===== config.mk =====
export PLATFORM = sky130hd
export DESIGN_NAME = row_feed_sequencer
export DESIGN_NICKNAME = d
export VERILOG_FILES = /design/src/rtl/siso_pkg.sv /design/src/rtl/branch_metric_calc.sv /design/src/rtl/row_feed_sequencer.sv
export SDC_FILE = /design/constraint.sdc
export NUM_CORES = 1
export LEC_CHECK = 0
export BUFFER_PORTS_ARGS = -buffer_cell sky130_fd_sc_hd__buf_2
export CORE_ASPECT_RATIO = 0.9
export CORE_MARGIN = 2
export CORE_UTILIZATION = 51
export CTS_CLUSTER_DIAMETER = 100
export DETAILED_ROUTE_END_ITERATION = 6
export PLACE_DENSITY = 0.81
export SLEW_MARGIN = 20
export SYNTH_ARGS = -nofsm -noshare
export SYNTH_HDL_FRONTEND = slang
export SYNTH_SLANG_ARGS = --single-unit

===== constraint.sdc =====
create_clock -name aclk -period 2.91 [get_ports aclk]
set_input_delay 0.582 -clock aclk [delete_from_list [all_inputs] [get_ports aclk]]
set_output_delay 0.582 -clock aclk [all_outputs]
set_load 0.03 [all_outputs]

===== src/rtl/siso_pkg.sv =====
// Shared SISO decoder definitions: default widths, sequencer FSM encoding,
// recursion direction constants and the branch-metric saturation helper.
package siso_pkg;

  localparam int DEF_DWIDTH     = 16;
  localparam int DEF_NUM_STATES = 8;

  localparam logic DIR_FWD = 1'b0;
  localparam logic DIR_BWD = 1'b1;

  typedef enum logic [2:0] {
    ST_IDLE,
    ST_READ,
    ST_WAIT_RD,
    ST_ISSUE,
    ST_WAIT_WB,
    ST_DONE
  } state_t;

  // Clamp a sign-extended value into the signed range of a w-bit word.
  // The caller keeps the low w bits of the result.
  function automatic logic signed [31:0] sat_dw(input logic signed [31:0] v,
                                                input int w);
    logic signed [31:0] hi;
    logic signed [31:0] lo;
    hi = (32'sd1 <<< (w - 1)) - 32'sd1;
    lo = -(32'sd1 <<< (w - 1));
    if (v > hi) return hi;
    if (v < lo) return lo;
    return v;
  endfunction

endpackage


===== src/rtl/branch_metric_calc.sv =====
// Combinational branch metrics: g0/g1 = (sys + apr +/- par) >>> 1, saturated
// back to DWIDTH. Per-state sign selection happens in the row calculators.
module branch_metric_calc
  import siso_pkg::*;
#(
  parameter int DWIDTH = DEF_DWIDTH
) (
  input  logic signed [DWIDTH-1:0] sys,
  input  logic signed [DWIDTH-1:0] apr,
  input  logic signed [DWIDTH-1:0] par,
  output logic signed [DWIDTH-1:0] gamma0,
  output logic signed [DWIDTH-1:0] gamma1
);

  // Two guard bits cover the worst case |sys + apr + par| = 3 * 2^(DWIDTH-1).
  localparam int SW = DWIDTH + 2;

  logic signed [SW-1:0] s;
  logic signed [SW-1:0] t0;
  logic signed [SW-1:0] t1;

  assign s  = SW'(sys) + SW'(apr);
  assign t0 = s + SW'(par);
  assign t1 = s - SW'(par);

  assign gamma0 = DWIDTH'(sat_dw(32'(t0 >>> 1), DWIDTH));
  assign gamma1 = DWIDTH'(sat_dw(32'(t1 >>> 1), DWIDTH));

endmodule


===== src/rtl/row_feed_sequencer.sv =====
// Trellis-step sequencer feeding the per-state row calculators: fetches the
// previous metric row and LLRs, issues one step, then waits for write-back.
module row_feed_sequencer
  import siso_pkg::*;
#(
  parameter  int DWIDTH     = DEF_DWIDTH,
  parameter  int DEPTH_RAM  = 3072,
  parameter  int NUM_STATES = DEF_NUM_STATES,
  parameter  int RD_LAT     = 1,
  localparam int AW         = $clog2(DEPTH_RAM)
) (
  input  logic                         aclk,
  input  logic                         aresetn,
  input  logic                         i_start,
  input  logic                         i_dir,
  input  logic [AW:0]                  i_len,
  output logic                         o_busy,
  output logic                         o_done,
  output logic [AW-1:0]                o_llr_raddr,
  output logic [AW-1:0]                o_sm_raddr,
  output logic                         o_ren,
  input  logic [DWIDTH-1:0]            i_sys,
  input  logic [DWIDTH-1:0]            i_apr,
  input  logic [DWIDTH-1:0]            i_par,
  input  logic [NUM_STATES*DWIDTH-1:0] i_sm_row,
  output logic [NUM_STATES*DWIDTH-1:0] o_row,
  output logic [DWIDTH-1:0]            o_norm,
  output logic [DWIDTH-1:0]            o_gamma0,
  output logic [DWIDTH-1:0]            o_gamma1,
  output logic [AW-1:0]                o_addr,
  output logic                         o_valid,
  input  logic                         i_wb_valid
);

  localparam int LEN_W = AW + 1;

  state_t          state;
  logic            dir_q;
  logic [LEN_W-1:0] len_q;
  logic [AW-1:0]   k_q;
  logic [1:0]      lat_cnt;

  logic [AW-1:0]   start_k;
  logic [AW-1:0]   start_src;
  logic [AW-1:0]   step_k;
  logic            is_last;
  logic [DWIDTH-1:0] gamma0;
  logic [DWIDTH-1:0] gamma1;

  branch_metric_calc #(
    .DWIDTH (DWIDTH)
  ) u_bm (
    .sys    (i_sys),
    .apr    (i_apr),
    .par    (i_par),
    .gamma0 (gamma0),
    .gamma1 (gamma1)
  );

  // NOTE: every signal written in always_comb gets a default first, so no
  // path through the block can leave it unassigned and infer a latch.
  always_comb begin
    start_k   = AW'(1);
    start_src = '0;
    if (i_dir == DIR_BWD) begin
      start_k   = AW'(i_len - LEN_W'(2));
      start_src = AW'(i_len - LEN_W'(1));
    end
  end

  // The source row of step k is k-1 (forward) or k+1 (backward), so after a
  // step the next read address is simply the old k.
  assign step_k  = (dir_q == DIR_FWD) ? k_q + AW'(1) : k_q - AW'(1);
  assign is_last = (dir_q == DIR_FWD) ? ({1'b0, k_q} == len_q - LEN_W'(1))
                                      : (k_q == '0);

  // NOTE: only control and output registers exist here (no memories), and
  // all of them reset so an abort leaves every output at zero.
  always_ff @(posedge aclk or negedge aresetn) begin
    if (!aresetn) begin
      state       <= ST_IDLE;
      dir_q       <= 1'b0;
      len_q       <= '0;
      k_q         <= '0;
      lat_cnt     <= '0;
      o_busy      <= 1'b0;
      o_done      <= 1'b0;
      o_ren       <= 1'b0;
      o_llr_raddr <= '0;
      o_sm_raddr  <= '0;
      o_row       <= '0;
      o_norm      <= '0;
      o_gamma0    <= '0;
      o_gamma1    <= '0;
      o_addr      <= '0;
      o_valid     <= 1'b0;
    end else begin
      // NOTE: non-blocking assignments throughout; the strobes default low
      // here and are raised only by the transition that needs them.
      o_done  <= 1'b0;
      o_ren   <= 1'b0;
      o_valid <= 1'b0;

      case (state)
        ST_IDLE: begin
          if (i_start) begin
            dir_q <= i_dir;
            len_q <= i_len;
            if (i_len < LEN_W'(2)) begin
              o_done <= 1'b1;
              state  <= ST_DONE;
            end else begin
              k_q         <= start_k;
              o_sm_raddr  <= start_src;
              o_llr_raddr <= start_src;
              o_ren       <= 1'b1;
              o_busy      <= 1'b1;
              state       <= ST_READ;
            end
          end
        end

        ST_READ: begin
          if (RD_LAT == 1) begin
            state <= ST_ISSUE;
          end else begin
            lat_cnt <= 2'(RD_LAT - 2);
            state   <= ST_WAIT_RD;
          end
        end

        ST_WAIT_RD: begin
          if (lat_cnt == '0) state <= ST_ISSUE;
          else               lat_cnt <= lat_cnt - 2'd1;
        end

        ST_ISSUE: begin
          o_row    <= i_sm_row;
          o_norm   <= i_sm_row[DWIDTH-1:0];
          o_gamma0 <= gamma0;
          o_gamma1 <= gamma1;
          o_addr   <= k_q;
          o_valid  <= 1'b1;
          state    <= ST_WAIT_WB;
        end

        ST_WAIT_WB: begin
          if (i_wb_valid) begin
            if (is_last) begin
              o_busy <= 1'b0;
              o_done <= 1'b1;
              state  <= ST_DONE;
            end else begin
              k_q         <= step_k;
              o_sm_raddr  <= k_q;
              o_llr_raddr <= k_q;
              o_ren       <= 1'b1;
              state       <= ST_READ;
            end
          end
        end

        ST_DONE: begin
          state <= ST_IDLE;
        end

        default: begin
          state <= ST_IDLE;
        end
      endcase
    end
  end

endmodule


==> flow_summary.toml <==
[run_status]
outcome = "finished with violations"
violations = "DRC, setup timing"

[yosys]
synth_area_um2 = 12300
yosys-top-cells-area = "dfrtp_1 45%, nand2_1 15%, ha_1 6.4%"
yosys.area.top_type = "dfrtp_1"
syn_inst = 1424
synthesis.nets = 1685
synthMuxAreaShare_pct = 1.88
ys_warn_count = 0
synth-async-reset-ratio_pct = 100
synthFlopType = "dfrtp_1"
yosys.area_share.simple_pct = 21.6
synth_common_cells = "495 x nand2_1, 219 x dfrtp_1, 64 x a21oi_1"
yosysUniqueCellTypes = 75
synth_fa_ha_area_share_pct = 7.65
synth_top_family_by_area = "simple AND/OR/NAND/NOR gates"
syn_area_per_cell_um2 = 8.61
synthXorXnorAreaFrac_pct = 6.13
synth_edf_count = 0
synth-seq-cells = 219
synth_top_cell_area_share_pct = 44.7
yosysSeqAreaShare_pct = 44.7
synth_compound_area_share_pct = 12.3
yosysMostFrequentCell = "nand2_1"

[timing]
holdWs_ns = 0.238
rsz0062_at_grt = "true"
fin_crit_ns = 3.93
hold_viol_final = 0
finalSetupViolations = 32
worst_slack_ns = -1.02
clock.fmax_mhz = 255
finalCritPeriodShare_pct = 135
worstMarginPinSlew_ns = 0.650
skew_ns = 0.0308
slew_viol_final = 0
slew_headroom_pct = 56.7

[drt]
first_pass_iters = 7
drc_errors = 27
vias_per_cell = 5.46
drt_first_iter_violations = 1073
dr_total_vias = 12400
routed_wirelength_um = 42200
ant_nets = 0
wl_per_cell_um = 18.5

[floorplan]
core.rowCount = 53
dieArea_um2 = 25300
core_region_area_um2 = 23500
ios = 410
die_x_um = 167
initial_core_util_pct = 52.2
dieHeight_um = 151

[setup_path]
criticalPathCategory = "in -> reg"
worstSetupStartpointType = "input port"
worst_setup_path_end_kind = "flip-flop"
timing.rr.end = "o_sm_raddr[4]"
required_ns = 3.30
arrival_ns = 4.32
rrSetupSlack_ns = 0.10
worst-path-max-fanout = 6
r2r_start = "len_q[2]"
reg2reg_depth = 11

[power]
power.leakage_nw = 9.30
pwr-share-clk_pct = 15.5
peakVddDrop_v = 0.000688
power_frac_seq_pct = 26.8
p_comb_share_pct = 57.7
power_switching_w = 0.0103
power_density_nw_per_um2 = 1210
p_int_w = 0.0108
switching_share_pct = 48.8

[cts]
cts_tree = "done"
cts_buffer_depth = 3
htree_levels = 1
cts-root-buf = "clkbuf_16"
cts_buffers = 24
cts.sinks = 219
clkTransAtPathRegs_ns = 0.07
clk_latency_ns = 0.53

[hold_path]
min_from = "i_sm_row[59]"
hold-path-cell-count = 3
whs_endpoint = "o_row[59]"
hp-class = "in -> reg"

[layout]
finish.utilization_pct = 74.3
area_delta_synth_final_pct = 42.1
design_area_um2 = 17400
drive_gt1_share_pct = 39.9
final_nets = 2223
diodes = 0

[grt]
grt_overflow = 0
grt_usage_pct = 30.5
grt_pass1_vias = 11900
grt_max_degree = 122
grt_pass1_wl_um = 61600
antenna_found_initial = 1

[placed_design]
port_buffers = 409
gp_congestion = 0.879
dp_hpwl_um = 30000
place_area_um2 = 15700

[flow_run]
drv_cap = 0
## cell usage in the layout, fill, tap and decap left out, types with 18 or more instances in the layout
master and instances:
a21oi_1 43, o21ai_0 31, ha_1 53, buf_2 406, buf_6 20, xnor2_1 54, nor2_1 51, xor2_1 24
buf_4 171, inv_1 48, nor3_1 18, clkbuf_16 25, nand2_1 490, dfrtp_1 219
## timing repair
item,in CTS,in global routing
hold endpoints to repair,9,0
resized for setup,97,67
gates cloned,3,1
hold buffers,1,0
setup endpoints to repair,34,57
pin swaps,61,54
buffers inserted,22,6
## worst max-delay path by stage
stage / endpoint / slack (ns) / from / cells after the start
after detailed placement: o_gamma0[1] / -1.71 / i_sys[0] / 20
after global routing: o_gamma0[8] / -1.12 / i_apr[0] / 21
after floorplan: o_gamma1[13] / -1.34 / i_sys[0] / 22
final: o_gamma0[8] / -1.02 / i_apr[0] / 21
after CTS: o_gamma0[12] / -0.84 / i_apr[0] / 22
after global placement: o_gamma0[3] / -1.55 / i_sys[0] / 20
## cell families (layout without fill, tap and decap cells)
family | Yosys count | in the layout
muxes | 21 | 21
DFF | 219 | 219
adders and majority gates | 74 | 74
and+or+nand+nor | 642 | 642
xor gates and xnor gates | 85 | 85
AOI/OAI and AO/OA | 229 | 229
buffers and inverters | 154 | 709
## flip-flops by register name (all words and copies together) (netlist names)
signal and count:
dir_q 1, k_q 12, lat_cnt 2, len_q 13, o_addr 12, o_busy 1
o_done 1, o_gamma0 16, o_gamma1 16, o_ren 1, o_row 128, o_sm_raddr 12
o_valid 1, state 3
## layout make-up
type                       count  area, um^2
sequential                   219        5480
tap                          302         378
clock inverter                11         176
inverter                      57         221
timing repair buffer         609        3770
clock buffer                  32         671
multi-input combinational   1051        6730
fill                        1670        6040
## worst max-delay path: stages
cell and delay (ns):
buf_6 0.10, ha_4 0.15, buf_6 0.10, a21o_1 0.19, a21oi_4 0.17, o21ai_2 0.07, a31o_2 0.21, a21oi_1 0.25
xnor2_1 0.16, ha_1 0.43, inv_1 0.08, a21oi_1 0.22, o211ai_4 0.14, a2111oi_4 0.45, o41ai_4 0.10, buf_6 0.14
nor3b_2 0.15, o21ai_2 0.17, buf_2 0.17, nand2_1 0.05, a22o_1 0.20
## per-stage QoR
step | power [W] | setup WS, ns | TNS [ns] | cells
detailed placement | 0.0167 | -1.71 | -53.39 | 2206
CTS | 0.0206 | -0.843 | -24.73 | 2275
global route | 0.0222 | -1.12 | -33.14 | 2281
global placement | 0.0163 | -1.55 | -47.57 | 2206
finish | 0.0211 | -1.02 | -29.08 | 2281
floorplan | 0.0131 | -1.34 | -39.17 | 1424
## routing by layer
| layer | global-route usage (%) | routed length [um] |
|---|---|---|
| met5 | 0 | 0 |
| met2 | 54.0 | 21100 |
| met4 | 15.7 | 2440 |
| met1 | 37.0 | 15900 |
| met3 | 4.15 | 2710 |
## power groups by stage
stage,clock network [W],logic [W],registers (W)
after detailed placement,0,0.0111,0.00563
after global routing,0.00341,0.0130,0.00580
after global placement,0,0.0108,0.00557
final,0.00326,0.0122,0.00565
after floorplan,0,0.00524,0.00786
after CTS,0.00329,0.0117,0.00561
(Power assumes the default switching activity.)
